--- config.mk ---
export PLATFORM = sky130hd
export DESIGN_NAME = serial_rx
export DESIGN_NICKNAME = d
export VERILOG_FILES = /design/src/rtl/serial_rx.sv
export SDC_FILE = /design/constraint.sdc
export NUM_CORES = 1
export LEC_CHECK = 0
export BUFFER_PORTS_ARGS = -buffer_cell sky130_fd_sc_hd__buf_2
export CELL_PAD_IN_SITES_DETAIL_PLACEMENT = 1
export CELL_PAD_IN_SITES_GLOBAL_PLACEMENT = 1
export CORE_ASPECT_RATIO = 1.75
export CORE_UTILIZATION = 45
export DETAILED_ROUTE_END_ITERATION = 10
export MAX_ROUTING_LAYER = met4
export PLACE_DENSITY_LB_ADDON = 0.1
export SETUP_SLACK_MARGIN = 0.2
export SYNTH_ARGS = -nofsm -noshare
export SYNTH_HDL_FRONTEND = slang
export SYNTH_SLANG_ARGS = --single-unit
--- constraint.sdc ---
create_clock -name clk -period 1.7 [get_ports clk]
set_input_delay 0.085 -clock clk [delete_from_list [all_inputs] [get_ports clk]]
set_output_delay 0.085 -clock clk [all_outputs]
set_load 0.02 [all_outputs]
--- src/rtl/serial_rx.sv ---
// 8N1 serial receiver: fixed clocks-per-bit sampling, LSB first, sticky dataReady.
// Optional build macro SERIAL_RX_FRAME_ERROR_EN adds a frameError output.
module serial_rx #(
    parameter int counterBits = 2,
    parameter int delay       = 3
) (
    input  logic       clk,
    input  logic       reset_n,
    input  logic       serialIn,
    output logic [7:0] data,
    output logic       dataReady
`ifdef SERIAL_RX_FRAME_ERROR_EN
    ,
    output logic       frameError
`endif
);

    generate
        if (delay < 3 || (2 ** counterBits) <= delay) begin : g_param_check
            $error("serial_rx: need delay >= 3 and 2**counterBits > delay");
        end
    endgenerate

    localparam logic [counterBits-1:0] CNT_LAST = counterBits'(delay - 1);
    localparam logic [counterBits-1:0] CNT_HALF = counterBits'(delay / 2 - 1);
    localparam logic [counterBits-1:0] CNT_ONE  = counterBits'(1);

    typedef enum logic [1:0] {IDLE, START, DATA, STOP} state_t;

    state_t                 r_state, w_state_nxt;
    logic [counterBits-1:0] r_cnt, w_cnt_nxt;
    logic [2:0]             r_bit_idx, w_bit_idx_nxt;
    logic [7:0]             r_shift, w_shift_nxt;
    logic [7:0]             r_data, w_data_nxt;
    logic                   r_rdy, w_rdy_nxt;
    // Cleared by a framing error so a stuck-low line cannot look like a new start bit.
    logic                   r_armed, w_armed_nxt;
`ifdef SERIAL_RX_FRAME_ERROR_EN
    logic                   r_ferr, w_ferr_nxt;
`endif

    always_ff @(posedge clk or negedge reset_n) begin
        if (!reset_n) begin
            r_state   <= IDLE;
            r_cnt     <= '0;
            r_bit_idx <= '0;
            r_shift   <= '0;
            r_data    <= '0;
            r_rdy     <= 1'b0;
            r_armed   <= 1'b1;
`ifdef SERIAL_RX_FRAME_ERROR_EN
            r_ferr    <= 1'b0;
`endif
        end else begin
            r_state   <= w_state_nxt;
            r_cnt     <= w_cnt_nxt;
            r_bit_idx <= w_bit_idx_nxt;
            r_shift   <= w_shift_nxt;
            r_data    <= w_data_nxt;
            r_rdy     <= w_rdy_nxt;
            r_armed   <= w_armed_nxt;
`ifdef SERIAL_RX_FRAME_ERROR_EN
            r_ferr    <= w_ferr_nxt;
`endif
        end
    end

    always_comb begin
        w_state_nxt   = r_state;
        w_cnt_nxt     = r_cnt;
        w_bit_idx_nxt = r_bit_idx;
        w_shift_nxt   = r_shift;
        w_data_nxt    = r_data;
        w_rdy_nxt     = r_rdy;
        w_armed_nxt   = r_armed;
`ifdef SERIAL_RX_FRAME_ERROR_EN
        w_ferr_nxt    = r_ferr;
`endif
        case (r_state)
            IDLE: begin
                w_cnt_nxt = '0;
                if (serialIn) begin
                    w_armed_nxt = 1'b1;
                end else if (r_armed) begin
                    w_state_nxt = START;
                    w_rdy_nxt   = 1'b0;
`ifdef SERIAL_RX_FRAME_ERROR_EN
                    w_ferr_nxt  = 1'b0;
`endif
                end
            end
            START: begin
                // Mid-start-bit re-sample filters short glitches.
                if (r_cnt == CNT_HALF) begin
                    w_cnt_nxt = '0;
                    if (!serialIn) begin
                        w_state_nxt   = DATA;
                        w_bit_idx_nxt = '0;
                    end else begin
                        w_state_nxt = IDLE;
                    end
                end else begin
                    w_cnt_nxt = r_cnt + CNT_ONE;
                end
            end
            DATA: begin
                if (r_cnt == CNT_LAST) begin
                    w_cnt_nxt   = '0;
                    w_shift_nxt = {serialIn, r_shift[7:1]};
                    if (r_bit_idx == 3'd7) begin
                        w_state_nxt = STOP;
                    end else begin
                        w_bit_idx_nxt = r_bit_idx + 3'd1;
                    end
                end else begin
                    w_cnt_nxt = r_cnt + CNT_ONE;
                end
            end
            STOP: begin
                if (r_cnt == CNT_LAST) begin
                    w_cnt_nxt   = '0;
                    w_state_nxt = IDLE;
                    if (serialIn) begin
                        w_data_nxt = r_shift;
                        w_rdy_nxt  = 1'b1;
                    end else begin
                        w_armed_nxt = 1'b0;
`ifdef SERIAL_RX_FRAME_ERROR_EN
                        w_ferr_nxt  = 1'b1;
`endif
                    end
                end else begin
                    w_cnt_nxt = r_cnt + CNT_ONE;
                end
            end
            default: begin
                w_state_nxt = IDLE;
                w_cnt_nxt   = '0;
            end
        endcase
    end

    assign data      = r_data;
    assign dataReady = r_rdy;
`ifdef SERIAL_RX_FRAME_ERROR_EN
    assign frameError = r_ferr;
`endif

endmodule

Yosys cells after proc, flatten, opt, wreduce, memory -nomap -nowiden:

Index checks and enable logic that the tools add are counted.

* input port bits: 3
* ROM bits: 0
* RAM bits: 0
* memories kept: 0
* bits in registers: 25
* output and inout port bits: 9
* latch bits: 0
* word-level logic and storage cells: 60

* muxes and demuxes: 24
* shift operators: 0
* bitwise gates (word level): 0
* $lt $le $gt $ge: 0
* add/sub/neg operators: 2
* reductions and logical operators: 11
* eq/ne operators: 16
* multiply operators: 0
* div/mod/pow operators: 0

Operators by type and width (count)
* inequality test 2 bit (second input constant): 11
* 2-to-1 mux 2 bit: 9
* 2-to-1 mux 3 bit: 4
* AND reduction 5 bit: 2
* one-hot mux 2 bit (4 select lines): 1
* == test 2 bit (second input constant): 3
* 2-to-1 mux 1 bit: 6
* one-hot mux 2 bit (3 select lines): 1
* one-hot mux 3 bit (2 select lines): 1
* AND reduction 6 bit: 1
* logical NOT 2 bit: 2
* one-hot mux 1 bit (2 select lines): 2
* AND reduction 4 bit: 1
* nonzero test 2 bit: 2
* adder 3 x 1 -> 3 bit (second input constant): 1
* == test 3 bit (second input constant): 1
* AND reduction 3 bit: 1
* adder 2 x 1 -> 2 bit (second input constant): 1
* == test 2 x 1 -> 1 bit (second input constant): 1
* AND reduction 2 bit: 1
* OR reduction 2 bit: 1

Depth between registers and ports, before layout:

Gate-level depths: netlist of the first run.

* depth after elaboration: 4
* mapped depth: 5
* gate-level depth less buffers: 5

Least setup slack after synthesis of the first run:

No wires, ideal clock.

* path kind: register to register
* start: register r_cnt[0]
* end: register r_bit_idx[0]
* arrival time: 1.339 ns
* cell stages (with the launch flop): 6
* required time: 1.575 ns
* setup slack: 0.236 ns
* path buffers: 0
* library setup time: 0.125 ns
* period minus slack after synthesis: 1.464 ns
* cell sequence: dfrtp_1 inv_1 ha_1 nor4bb_4 a31oi_4 mux2_4

* cells in the longest elaborated chain, start to end: 3
* elaborated cells between the ends (all ways): 5
* classes of those cells: 3 x eq/ne; 2 x reduce/logical

RTL lines
* start, declared: RTL line 31 `logic [counterBits-1:0] r_cnt, w_cnt_nxt;`
* start signal, assigned: RTL line 56 `r_cnt <= w_cnt_nxt;`
* == test 2 bit or logical NOT 2 bit (tied branches): RTL line 107, 94
* inequality test 2 bit (no line)
* AND reduction 5 bit (no line) *
* end signal, assigned: RTL line 57 `r_bit_idx <= w_bit_idx_nxt;`
* end, declared: RTL line 32 `logic [2:0] r_bit_idx, w_bit_idx_nxt;`

Every way passes the cells marked *; elsewhere a longest branch is shown, timed or not.
A chain may end at the register's enable or synchronous reset.

Worst setup path after layout of the first run:

Same ends and word-level chain as after synthesis.

==> results of run 1 <==
[routing by layer]
| layer | up-vias | track usage [%] | routed length, um |
|---|---|---|---|
| li1 | 328 | - | - |
| met1 | 355 | 19.1 | 773 |
| met2 | 10 | 28.9 | 1150 |
| met3 | 5 | 2.88 | 42 |
| met4 | 0 | 8.89 | 52 |
| met5 | - | - | 0 |
[worst max path at each step]
stage                             from      endpoint  slack [ns]
after floorplan               r_cnt[0]  r_bit_idx[0]        0.24
after global placement        r_cnt[0]  r_bit_idx[0]        0.20
after detailed placement      r_cnt[0]  r_bit_idx[0]        0.14
after CTS                     r_cnt[0]  r_bit_idx[0]        0.19
after global routing      r_bit_idx[0]  r_bit_idx[0]        0.15
final                         r_cnt[0]  r_bit_idx[0]        0.22
[power by group]
part	total [mW]	internal (mW)	switching [mW]
clock	0.344	0.164	0.180
sequential	0.927	0.789	0.138
combinational	0.668	0.326	0.342
[worst max-delay path, cell delays in order (launching register included)]
cell and delay [ns]:
dfrtp_1 0.39, inv_1 0.11, ha_1 0.19, nor4bb_4 0.29
a31oi_4 0.08, mux2_4 0.31
[sequential cells by signal, indices dropped and copies added (netlist names), named ones only]
register	cells
dataReady	1
r_state	1
r_cnt	2
r_bit_idx	3
data	8
r_shift	8
r_armed	1
[through the flow]
| step | util, % | hold WS [ns] | cell area (um^2) | instances |
|---|---|---|---|---|
| floorplan | - | -0.211 | 1160 | 86 |
| global placement | 50.7 | 0.102 | 1250 | 123 |
| detailed placement | 50.7 | 0.107 | 1250 | 123 |
| CTS | 53.1 | 0.181 | 1310 | 128 |
| global route | 53.9 | 0.215 | 1330 | 130 |
| finish | 53.9 | 0.174 | 1330 | 130 |
[cells in the final DEF (no fill, tap or decap), drive strengths merged]
cell and n:
dfrtp 24, mux2 17, buf 15, nand2 8
inv 6, ha 6, a21oi 4, o21ai 3
clkbuf 3, nand3b 2, mux2i 2, a31oi 2
a21o 2, and2b 1, nand4 1, or3b 1
nor2 1, nor2b 1, nor4bb 1, nand2b 1
clkinv 1, dlygate4sd3 1, dfstp 1
[what timing repair did]
action,CTS,global route
resized for setup,1,2
hold endpoints to repair,24,0
pin swaps,1,2
endpoints found under the setup margin,15,15
hold buffers,1,0
buffers inserted,0,2
[final cells by class]
cell class	instances	area (um^2)	share of cell area, %
clock buffers	3	41.3	3.11
clock inverters	1	5.00	0.377
inverters	6	22.5	1.70
multi-input cells	53	502	37.8
flip-flops and latches	25	628	47.4
well taps	26	32.5	2.45
repair buffers	16	95.1	7.17
[cells by family (layout without fill, tap and decap cells)]
| kind of cell | Yosys count | in the layout | synth area share [%] |
|---|---|---|---|
| AOI/OAI and AO/OA | 11 | 11 | 6.79 |
| adders and majority gates | 6 | 6 | 6.47 |
| buffers and inverters | 8 | 26 | 3.23 |
| DFF | 25 | 25 | 54.0 |
| muxes | 19 | 19 | 18.5 |
| and+or+nand+nor | 17 | 17 | 11.0 |
==> out/results.txt, run 1 <==
Pre-CTS setup slack -> 0.139 ns
Req. time, crit path -> 1.86 ns
Dpl hpwl -> 1470 um
Final wirelength -> 2020 um
Crit start category -> register
Pre-antenna DRT Iters -> 3
Row count -> 24
Layout Skew -> 0.00332 ns
Reg2reg path depth -> 5
Core area -> 2460 um^2
Largest net degree at the start of global routing -> 26
Clk sinks -> 25
Max_slew headroom -> 61.9%
Yosys Warn Count -> 0
Die boundary width -> 40.4 um
Leak Pwr -> 0.691 nW
Area growth, synth to finish -> 14.2%
Final worst-path cycle share -> 86.9%
WL/cell -> 15.5 um
RSZ-0062 raised after global routing -> yes
Max Cap Viol -> 0
Async SR Flop Fraction -> 100%
Antenna fix cells -> 0
Drt drc -> 0
Crit end category -> register
Hold path cells -> 3
Clk pin slew, worst setup/hold paths -> 0.08 ns
Post-Syn Area per Cell -> 13.5 um^2
VDD IR max -> 0.000660 V
Congestion Overflow GR -> 0
Total vias in the final route -> 698
H-tree levels -> 1
Flop2flop setup slack -> 0.22 ns
DIE AREA -> 2800 um^2
Overall power -> 1.94 mW
Worst Path Max Fanout -> 3
Initial antenna violation count -> 0
Sequential fraction of the synthesis area -> 54.0%
Setup ws final -> 0.223 ns
CTS buffer count -> 3
Seq cells post-synth -> 25
Synth cell count leaders -> dfrtp_1 (24), mux2_1 (15), nand2_1 (7), ha_1 (6), inv_1 (6)
FF-to-FF End -> r_bit_idx[0]
PD cells -> 1460 nW/um^2
CP Data Arrival Time -> 1.63 ns
Vias in the first global route -> 756
Hold Path End -> r_armed
Top cells by area, synth -> dfrtp_1 (52%), mux2_1 (15%), ha_1 (6.5%)
Port Buf Inserts -> 11
Max clock buf depth -> 2
Number of DRC markers in iteration 0 -> 5
DRT antenna net count -> 0
Slew @ Worst Pin -> 0.571 ns
Post-synth EDFFs -> 0
Post-Route Setup TNS -> 0 ns
Mapped Cells -> 86
Min Tclk post-route -> 1.48 ns
Ports -> 12
First-pass GRT wire length -> 3310 um
Type of the worst setup path -> register to register
Top cell type by total area after synthesis -> dfrtp_1
# nets final -> 114
Top_reg_cell synth -> dfrtp_1
Starting Density -> 47.2%
Vias/cell -> 5.37
Die H -> 69.2 um
Total GRT Usage -> 17.7%
Placer congestion estimate -> 0.750
Final setup vio count -> 0
Hold Crit Start -> serialIn
R2R Path Start -> r_cnt[0]
Share of the synthesized area in the top cell type -> 51.7%
CTS tree -> yes
Mapped cell area -> 1160 um^2
Worst skew pair latency -> 0.27 ns
Fraction of layout cells with a size suffix above 1 -> 29.8%
Post-synthesis cell type count -> 25
Mapped Nets -> 95
Root Buffer -> clkbuf_8
Worst hold-check path type -> input pin to register
Final hold viol count -> 0
Status -> finished clean
Fill cells -> 266
Final Max Tran Viols -> 0
Top-count cell post-synth -> dfrtp_1
Max Clock Freq -> 677 MHz
Power figures use the tool's default switching activity.
==> run 2, diff against run 1 <==
Settings changed: ABC_AREA set to 1, CORE_UTILIZATION 45 to 43, CTS_CLUSTER_SIZE set to 28, SKIP_LAST_GASP set to 1.
==> out/results.txt, run 2 <==
Status -> finished clean
Vias/cell -> 5.23
CTS tree -> yes
Clk pwr share -> 18.4%
Post-layout instance area -> 1320 um^2
Synth cell count leaders -> nand2_1 (34), dfrtp_1 (24), inv_1 (16), o21ai_1 (10), o21ai_2 (7)
Final hold viol count -> 0
Worst Path Max Fanout -> 4
Post-synth EDFFs -> 0
Gr busiest metal -> met2
Post-synthesis cell type count -> 25
Number of DRC markers in iteration 0 -> 1
Crit end category -> register
Area growth, synth to finish -> 12.4%
Flop pwr share -> 44.7%
Mapped cell area -> 1180 um^2
First-pass GRT wire length -> 4280 um
Clk pin slew, worst setup/hold paths -> 0.08 ns
Final Max Tran Viols -> 0
WHS -> 0.209 ns
Antenna fix cells -> 0
Dpl hpwl -> 1870 um
Top-count cell post-synth -> nand2_1
Type of the worst setup path -> register to register
Hold path cells -> 3
Flop2flop setup slack -> 0.31 ns
Met3 GRT Util -> 2.30%
Share of the synthesized area in the top cell type -> 51.1%
Die boundary width -> 41.5 um
CP Data Arrival Time -> 1.55 ns
Core area -> 2550 um^2
Vias in the first global route -> 961
Slew @ Worst Pin -> 0.571 ns
RSZ-0062 raised after global routing -> no
Worst hold-check path type -> input pin to register
Initial antenna violation count -> 0
Die H -> 71.2 um
Seq cells post-synth -> 25
Final wirelength -> 2390 um
R2R Path Start -> r_cnt[0]
Crit start category -> register
Req. time, crit path -> 1.86 ns
Max Clock Freq -> 719 MHz
Yosys Warn Count -> 0
Clk sinks -> 25
Top cells by area, synth -> dfrtp_1 (51%), nand2_1 (11%), ha_1 (6.4%)
Met2 Track Usage GR -> 36.5%
Sequential fraction of the synthesis area -> 53.3%
Post-Syn Area per Cell -> 9.33 um^2
Drt drc -> 0
Ports -> 12
Mapped Cells -> 126
Most frequent cells in the layout -> nand2_1 (34), dfrtp_1 (24), inv_1 (16)
Min Tclk post-route -> 1.39 ns
Hold Crit Start -> serialIn
Mapped Nets -> 135
Final setup vio count -> 0
Postcts setup bufs -> 0
Worst skew pair latency -> 0.27 ns
VDD IR max -> 0.000749 V
Row count -> 24
Largest net degree at the start of global routing -> 26
Hold Path End -> r_shift[7]
Final worst-path cycle share -> 81.8%
Starting Density -> 46.1%
Port Buf Inserts -> 11
Post-DP Area -> 1260 um^2
PD cells -> 1420 nW/um^2
Pre-antenna DRT Iters -> 4
Fill cells -> 308
Top cell type by total area after synthesis -> dfrtp_1
Leak Pwr -> 0.681 nW
DIE AREA -> 2960 um^2
Most common cell after layout, fill and taps aside -> nand2_1
Sequential Area -> 627 um^2
Max Cap Viol -> 0
Async SR Flop Fraction -> 100%
# nets final -> 152
Switching Share -> 39.4%
Comb power frac -> 36.9%
Post-Route Setup TNS -> 0 ns
Layout Skew -> 0.00477 ns
Reg2reg path depth -> 9
Total vias in the final route -> 878
Placer congestion estimate -> 0.834
NetSw -> 0.740 mW
CTS buffer count -> 3
Root Buffer -> clkbuf_8
Fraction of layout cells with a size suffix above 1 -> 24.6%
Max_slew headroom -> 62.0%
Cell Int Power -> 1.14 mW
Area occupied by multi-input gates -> 470 um^2
Top_reg_cell synth -> dfrtp_1
DRT antenna net count -> 0
Total GRT Usage -> 19.7%
Met1 Track Usage GR -> 19.5%
Max clock buf depth -> 2
H-tree levels -> 1
Congestion Overflow GR -> 0
WL/cell -> 14.2 um
[run 2: cell count changes in the layout (fill, tap and decap cells not counted), sizes merged, moves of 6 or more]
cell   before  now
inv         6   18
o21ai       3   19
nand2       8   35
nor2        1    7
mux2       17    0
nand3       0    6
[run 2: worst max-delay path by stage]
stage / end / from / slack [ns] / cells after the start
finish: register / r_cnt[0] / 0.31 / 9
global route: register / r_cnt[0] / 0.20 / 9
CTS: register / r_cnt[0] / 0.23 / 9
detailed placement: register / r_cnt[0] / 0.25 / 9
global placement: register / r_cnt[0] / 0.31 / 9
floorplan: register / r_cnt[0] / 0.42 / 9
[run 2: cell type report]
| class | count | share of cell area, % |
|---|---|---|
| well taps | 26 | 2.46 |
| repair buffers | 14 | 6.05 |
| clock buffers | 4 | 3.41 |
| inverters | 18 | 5.11 |
| multi-input cells | 81 | 35.6 |
| flip-flops and latches | 25 | 47.4 |
[run 2: repair_timing]
item,CTS,global route
hold endpoints to repair,24,0
resized for setup,0,2
hold buffers,1,0
endpoints found under the setup margin,0,3
[run 2: power by group through the flow]
stage               clock (mW)  sequential [mW]  combinational, mW
floorplan                    0            0.881              0.458
global placement             0            0.843              0.657
detailed placement           0            0.850              0.697
CTS                      0.363            0.839              0.699
global route             0.372            0.860              0.790
finish                   0.345            0.838              0.693
[run 2: logic make-up (layout without fill, tap and decap cells)]
kind of cell	after synthesis	after routing	synth area share (%)
buffers and inverters	20	36	7.13
AND/OR/NAND/NOR	51	51	19.9
AO/OA/AOI/OAI	24	24	13.3
flip-flops	25	25	53.3
adder cells (fa/ha/maj)	6	6	6.38
[run 2: critical path, stage by stage, from the launching register on]
cell and delay [ns]:
dfrtp_1 0.39, inv_1 0.11, ha_2 0.24, inv_1 0.05, nand3_1 0.08, nand2_1 0.07
nor2_2 0.13, nand3_1 0.08, nand2_1 0.08, nand2_1 0.05
[run 2: through the flow]
stage	utilization [%]	instances	setup slack [ns]	total power [mW]
global placement	49.5	163	0.307	1.50
global route	51.8	168	0.202	2.02
detailed placement	49.5	163	0.248	1.55
finish	51.8	168	0.309	1.88
CTS	51.6	168	0.230	1.90
floorplan	-	126	0.423	1.34
[run 2: metal layers]
layer  share of wire (%)  up-vias  wire length [um]
met5                   0        -                 0
met1                  37      425               877
met4                 3.3        0                79
met3                 2.0        7                48
li1                    -      434                 -
met2                  58       12              1390
